--- src/rtl/fetch_pkg.sv ---
// Shared types and constants for the ATLAS instruction fetch stage.
package fetch_pkg;
    localparam int XLEN = 32;
    localparam logic [XLEN-1:0] DEFAULT_RESET_PC = 32'h0000_0000;
    localparam logic [XLEN-1:0] INSTR_BYTES = 32'd4;

    typedef struct packed {
        logic [XLEN-1:0] pc;
        logic [XLEN-1:0] instr;
    } fetch_entry_t;
endpackage

--- src/rtl/fetch_fifo.sv ---
// Small PC/instruction FIFO toward decode; flush beats push, head is read combinationally.
module fetch_fifo
    import fetch_pkg::*;
#(
    parameter int FIFO_DEPTH = 2
) (
    input  logic                         clk,
    input  logic                         rst_n,
    input  logic                         push,
    input  logic                         pop,
    input  logic                         flush,
    input  fetch_entry_t                 wr_entry,
    output fetch_entry_t                 rd_entry,
    output logic                         full,
    output logic                         empty,
    output logic [$clog2(FIFO_DEPTH):0]  count
);
    localparam int PTR_W = $clog2(FIFO_DEPTH);
    localparam int CNT_W = PTR_W + 1;

    fetch_entry_t       mem_q [FIFO_DEPTH];
    logic [PTR_W-1:0]   wr_ptr_q;
    logic [PTR_W-1:0]   rd_ptr_q;
    logic [CNT_W-1:0]   count_q;
    logic               do_push;
    logic               do_pop;

    assign full     = (count_q == CNT_W'(FIFO_DEPTH));
    assign empty    = (count_q == '0);
    assign count    = count_q;
    assign rd_entry = mem_q[rd_ptr_q];
    assign do_pop   = pop & ~empty;
    assign do_push  = push & (~full | do_pop);

    // Pointers wrap naturally because the depth is a power of two.
    always_ff @(posedge clk or negedge rst_n) begin
        if (!rst_n) begin
            wr_ptr_q <= '0;
            rd_ptr_q <= '0;
            count_q  <= '0;
        end else if (flush) begin
            wr_ptr_q <= '0;
            rd_ptr_q <= '0;
            count_q  <= '0;
        end else begin
            wr_ptr_q <= wr_ptr_q + PTR_W'(do_push);
            rd_ptr_q <= rd_ptr_q + PTR_W'(do_pop);
            count_q  <= count_q + CNT_W'(do_push) - CNT_W'(do_pop);
        end
    end

    for (genvar gi = 0; gi < FIFO_DEPTH; gi++) begin : g_entry
        always_ff @(posedge clk) begin
            if (do_push && !flush && wr_ptr_q == PTR_W'(gi)) begin
                mem_q[gi] <= wr_entry;
            end
        end
    end
endmodule

--- src/rtl/fetch_unit.sv ---
// Fetch stage: sequential PC generation, 1-cycle icache handshake with miss hold,
// redirect handling (including redirects latched mid-miss) and a decode FIFO.
module fetch_unit
    import fetch_pkg::*;
#(
    parameter logic [XLEN-1:0] RESET_PC   = DEFAULT_RESET_PC,
    parameter int              FIFO_DEPTH = 2
) (
    input  logic            clk,
    input  logic            rst_n,
    output logic [XLEN-1:0] ic_addr,
    input  logic [XLEN-1:0] ic_data,
    input  logic            ic_stall,
    input  logic            redirect_valid,
    input  logic [XLEN-1:0] redirect_pc,
    output logic            dec_valid,
    input  logic            dec_ready,
    output logic [XLEN-1:0] dec_instr,
    output logic [XLEN-1:0] dec_pc
);
    localparam int CNT_W = $clog2(FIFO_DEPTH) + 1;

    logic [XLEN-1:0]  fetch_pc_q;
    logic [XLEN-1:0]  resp_pc_q;
    logic             resp_vld_q;
    logic             redir_pend_q;
    logic [XLEN-1:0]  redir_pc_q;

    logic [XLEN-1:0]  redirect_pc_al;
    logic             eff_redirect;
    logic [XLEN-1:0]  eff_target;
    logic             space;
    logic             capture;
    logic             replay;
    logic             pop;
    logic             flush;
    logic             fifo_full;
    logic             fifo_empty;
    logic [CNT_W-1:0] fifo_count;
    fetch_entry_t     push_entry;
    fetch_entry_t     head_entry;

    assign redirect_pc_al = {redirect_pc[XLEN-1:2], 2'b00};
    assign eff_redirect   = redirect_valid | redir_pend_q;
    assign eff_target     = redirect_valid ? redirect_pc_al : redir_pc_q;

    assign dec_valid = ~fifo_empty & ~redirect_valid;
    assign pop       = dec_valid & dec_ready;
    assign space     = (fifo_count < CNT_W'(FIFO_DEPTH)) | pop;
    assign capture   = ~ic_stall & resp_vld_q & ~eff_redirect & space;
    assign replay    = ~ic_stall & resp_vld_q & ~eff_redirect & fifo_full & ~pop;
    // A pending redirect is applied (and flushes) on the first cycle after the miss.
    assign flush     = redirect_valid | (redir_pend_q & ~ic_stall);

    // The icache latches its miss address, so it must not move during a stall.
    always_comb begin
        ic_addr = fetch_pc_q;
        if (ic_stall) begin
            ic_addr = resp_pc_q;
        end else if (eff_redirect) begin
            ic_addr = eff_target;
        end else if (replay) begin
            ic_addr = resp_pc_q;
        end
    end

    always_ff @(posedge clk or negedge rst_n) begin
        if (!rst_n) begin
            fetch_pc_q   <= RESET_PC;
            resp_pc_q    <= RESET_PC;
            resp_vld_q   <= 1'b0;
            redir_pend_q <= 1'b0;
            redir_pc_q   <= '0;
        end else if (ic_stall) begin
            if (redirect_valid) begin
                redir_pend_q <= 1'b1;
                redir_pc_q   <= redirect_pc_al;
            end
        end else begin
            resp_pc_q    <= ic_addr;
            resp_vld_q   <= 1'b1;
            redir_pend_q <= 1'b0;
            fetch_pc_q   <= replay ? fetch_pc_q : ic_addr + INSTR_BYTES;
        end
    end

    assign push_entry = '{pc: resp_pc_q, instr: ic_data};
    assign dec_pc     = head_entry.pc;
    assign dec_instr  = head_entry.instr;

    fetch_fifo #(
        .FIFO_DEPTH (FIFO_DEPTH)
    ) u_fifo (
        .clk      (clk),
        .rst_n    (rst_n),
        .push     (capture),
        .pop      (pop),
        .flush    (flush),
        .wr_entry (push_entry),
        .rd_entry (head_entry),
        .full     (fifo_full),
        .empty    (fifo_empty),
        .count    (fifo_count)
    );
endmodule

--- config.mk ---
export PLATFORM = sky130hd
export DESIGN_NAME = fetch_unit
export DESIGN_NICKNAME = d
export VERILOG_FILES = /design/src/rtl/fetch_pkg.sv /design/src/rtl/fetch_fifo.sv /design/src/rtl/fetch_unit.sv
export SDC_FILE = /design/constraint.sdc
export NUM_CORES = 1
export LEC_CHECK = 0
export CORE_MARGIN = 2
export CORE_UTILIZATION = 49
export CTS_CLUSTER_DIAMETER = 200
export DETAILED_ROUTE_END_ITERATION = 10
export DONT_BUFFER_PORTS = 1
export GPL_TIMING_DRIVEN = 0
export HOLD_SLACK_MARGIN = 0.03
export PLACE_DENSITY = 0.61
export SYNTH_ARGS = -nofsm -noshare
export SYNTH_HDL_FRONTEND = slang
export SYNTH_HIERARCHICAL = 1
export SYNTH_SLANG_ARGS = --single-unit
export TNS_END_PERCENT = 100
--- constraint.sdc ---
create_clock -name clk -period 8.64 [get_ports clk]
set_clock_uncertainty 0.05 [all_clocks]
set_input_delay 0.864 -clock clk [delete_from_list [all_inputs] [get_ports clk]]
set_output_delay 0.864 -clock clk [all_outputs]
set_load 0.03 [all_outputs]
==> out/qor.yml <==
die_area_um2: 23020
critPathKind: "register to register"
start_util_pct: 49.45
worst_pin_slew_ns: 1.197
ir_drop_v: 0.0001420
maxCapViolations: 0
cts_inserted_buffers: 24
stdcell_count: 1154
io_pins: 166
antenna_found_initial: 0
min_period_ns: 5.533
ys.flop_type: "edfxtp_1"
grt_usage_pct: 22.84
cp-end-kind: "register"
die_width_um: 151.7
core_area_um2: 21620
yosys_warnings: 6
slew_headroom_pct: 19.35
ys_ff_latch: 230
synthArstFlopShare_pct: 44.35
cts_setup_buffers: 0
worst_hold_path_type: "primary input to asynchronous set/reset pin"
cts.clk_slew.worst_paths_ns: 0.06
tritoncts: "built"
seq_area_frac_synth_pct: 59.82
detail_route.first_pass.iterations: 5
areaGrowthSynthToFinish_pct: 12.21
clkSinkCount: 230
setup-tns-final_ns: 0
finalPower_w: 0.002674
gp_congestion: 0.8879
drt-wirelength-per-cell_um: 23.04
drc: 0
synth_cell_type_count: 82
root_buffer: "clkbuf_16"
critPathSlowestCell: "clkbuf_1"
diodes: 0
syn_nets: 891
pre_cts_slack_ns: 2.763
drive_above_1_share_pct: 22.20
crit_arrival_ns: 5.88
path_cells: "nor2_1 -> nor2b_1 -> buf_6 -> o31ai_4 -> clkbuf_1 -> clkbuf_1 -> buf_1 -> a21oi_1 -> ha_1 -> and2_0 -> nand4_1 -> nor2_1 -> and3_1 -> a221o_1"
cpPeakStageDelay_ns: 0.59
powerDensity_nw_per_um2: 222.9
syn_inst: 819
h-tree-depth: 1
synth-edff-count: 128
cp_max_fo: 10
syn-mean-instance-area_um2: 13.05
mostFrequentLayoutCells: "128 x edfxtp_1, 102 x dfrtp_1, 65 x nor2_1"
drt-vias-per-instance: 5.971
finalSetupViolCount: 0
clock_latency_ns: 0.51
netlist_area_um2: 10690
startpoint_type: "register"
gr-total-overflow: 0
required_ns: 8.99
final.period_utilization_pct: 64.04
maxSlewViolCount: 0
grt_max_degree: 103
fin_nets: 928
rsz0062_at_grt: "no"
grt_pass1_wl_um: 39810
leakagePower_nw: 4.529
die_h_um: 151.7
grt_pass1_vias: 6717
hpwl_um: 19640
final_util_pct: 55.49
mostFrequentLayoutCell: "edfxtp_1"
final_antenna_net_count: 0
placement_rows: 54
clock_path_buffers: 3
wl_um: 26590
drt_iter0_markers: 532
final-hold-violation-count: 0
io_buffers: 0
vias: 6890
clock.fmax_mhz: 180.7
setup_ws_ns: 3.107
place_inst: 1109
status: "completed"
[worst paths after layout]
| kind | startpoint | end | slack, ns | depth (start not counted) |
|---|---|---|---|---|
| worst max-delay path | u_fifo/count[1] | fetch_pc_q[28] | 3.11 | 14 |
| worst min-delay path | rst_n | fetch_pc_q[21] | 0.20 | 1 |
| worst max register to register | u_fifo/count[1] | fetch_pc_q[28] | 3.11 | 14 |
| worst min register to register | resp_pc_q[6] | u_fifo/mem_q[0][38] | 0.43 | 0 |
| max in group asynchronous | rst_n | fetch_pc_q[9] | 7.83 | 1 |
| min in group clk | ic_data[7] | u_fifo/mem_q[0][7] | 0.39 | 0 |
[cells by family (layout without fill, tap and decap cells)]
family                   after synthesis  in the layout  share of synthesized area [%]
multiplexers                          97             97                          12.00
flip-flops                           230            230                          59.82
AND/OR/NAND/NOR                      238            238                          11.53
AO/OA/AOI/OAI                        171            171                          11.93
adder cells (fa/ha/maj)                3              3                         0.3511
buffers and inverters                 66            121                          3.230
XOR/XNOR                              14             14                          1.147
[routing by layer]
metal	wire length [µm]	part of all wire, %	GRT usage, %	up-vias
met5	0	0	0	-
met4	433	1.6	5.046	0
met3	2377	8.9	5.569	31
met2	12090	45	36.04	284
met1	11690	44	32.29	3408
li1	-	-	-	3167
[power by group]
part,internal (W),switching [W]
Combinational,0.000110,0.000226
Clock,0.000626,0.000413
Sequential,0.00124,0.0000541
[stage by stage]
stage               cell area (µm²)  hold WS (ns)
finish                        12000        0.1995
global route                  12000        0.2697
CTS                           12000        0.2638
detailed placement            11180        0.4135
global placement              11040        0.4010
floorplan                     10690        0.3839
[synthesized netlist by cell type, drive strengths merged, types with 3 or more instances]
| cell | instances | share of area (%) |
|---|---|---|
| a22oi | 6 | 0.42 |
| o32ai | 3 | 0.25 |
| nand3 | 9 | 0.42 |
| a21oi | 25 | 1.2 |
| o22a | 4 | 0.33 |
| o311ai | 3 | 0.25 |
| or2 | 7 | 0.41 |
| mux2 | 96 | 12 |
| inv | 21 | 0.74 |
| a221oi | 4 | 0.33 |
| and3 | 5 | 0.29 |
| o31ai | 6 | 0.55 |
| dfrtp | 102 | 24 |
| buf | 27 | 1.9 |
| nor4 | 8 | 0.67 |
| a2bb2oi | 7 | 0.57 |
| o21a | 4 | 0.28 |
| a41o | 3 | 0.30 |
| nor2 | 66 | 2.3 |
| a221o | 5 | 0.47 |
| nor2b | 8 | 0.47 |
| nor3 | 14 | 0.66 |
| nor3b | 6 | 0.42 |
| o221ai | 6 | 0.61 |
| ha | 3 | 0.35 |
| nand2 | 61 | 2.2 |
| o31a | 4 | 0.33 |
| or3 | 10 | 0.59 |
| o221a | 5 | 0.53 |
| xnor2 | 8 | 0.66 |
| o211ai | 10 | 0.75 |
| xor2 | 6 | 0.49 |
| nand2b | 8 | 0.49 |
| a21o | 8 | 0.56 |
| nand4 | 6 | 0.35 |
| o21ai | 34 | 1.7 |
| edfxtp | 128 | 36 |
| a31oi | 12 | 0.76 |
| a211o | 7 | 0.57 |
| and4 | 5 | 0.41 |
| and2 | 12 | 0.70 |
| clkbuf | 17 | 0.60 |
[state kept, by name, indices dropped and copies added (netlist names)]
name and cells:
u_fifo/mem_q 128, fetch_pc_q 32, u_fifo/wr_ptr_q 1, resp_pc_q 32, redir_pend_q 1, resp_vld_q 1
u_fifo/rd_ptr_q 1, u_fifo/count 2, redir_pc_q 32
[layout make-up]
type	instances	area [µm²]
Fill cell	1788	9624
Sequential cell	230	6396
Multi-Input combinational cell	523	3960
Clock buffer	32	661.9
Tap cell	280	350.3
Buffer	44	262.8
Timing Repair Buffer	11	151.4
Clock inverter	12	131.4
Inverter	22	82.58
[critical path: cells and delay by family (launching register included)]
family | cells | cell delay, ns
buffers and inverters | 4 | 1.79
and+or+nand+nor | 6 | 1.62
adders and majority gates | 1 | 0.32
DFF | 1 | 0.47
AOI/OAI and AO/OA | 3 | 1.13
[timing repair]
item                                   CTS  global route
gates resized for setup                  0             0
hold buffers                             1             0
endpoints found under the hold margin  102             0
(Power assumes the default switching activity.)
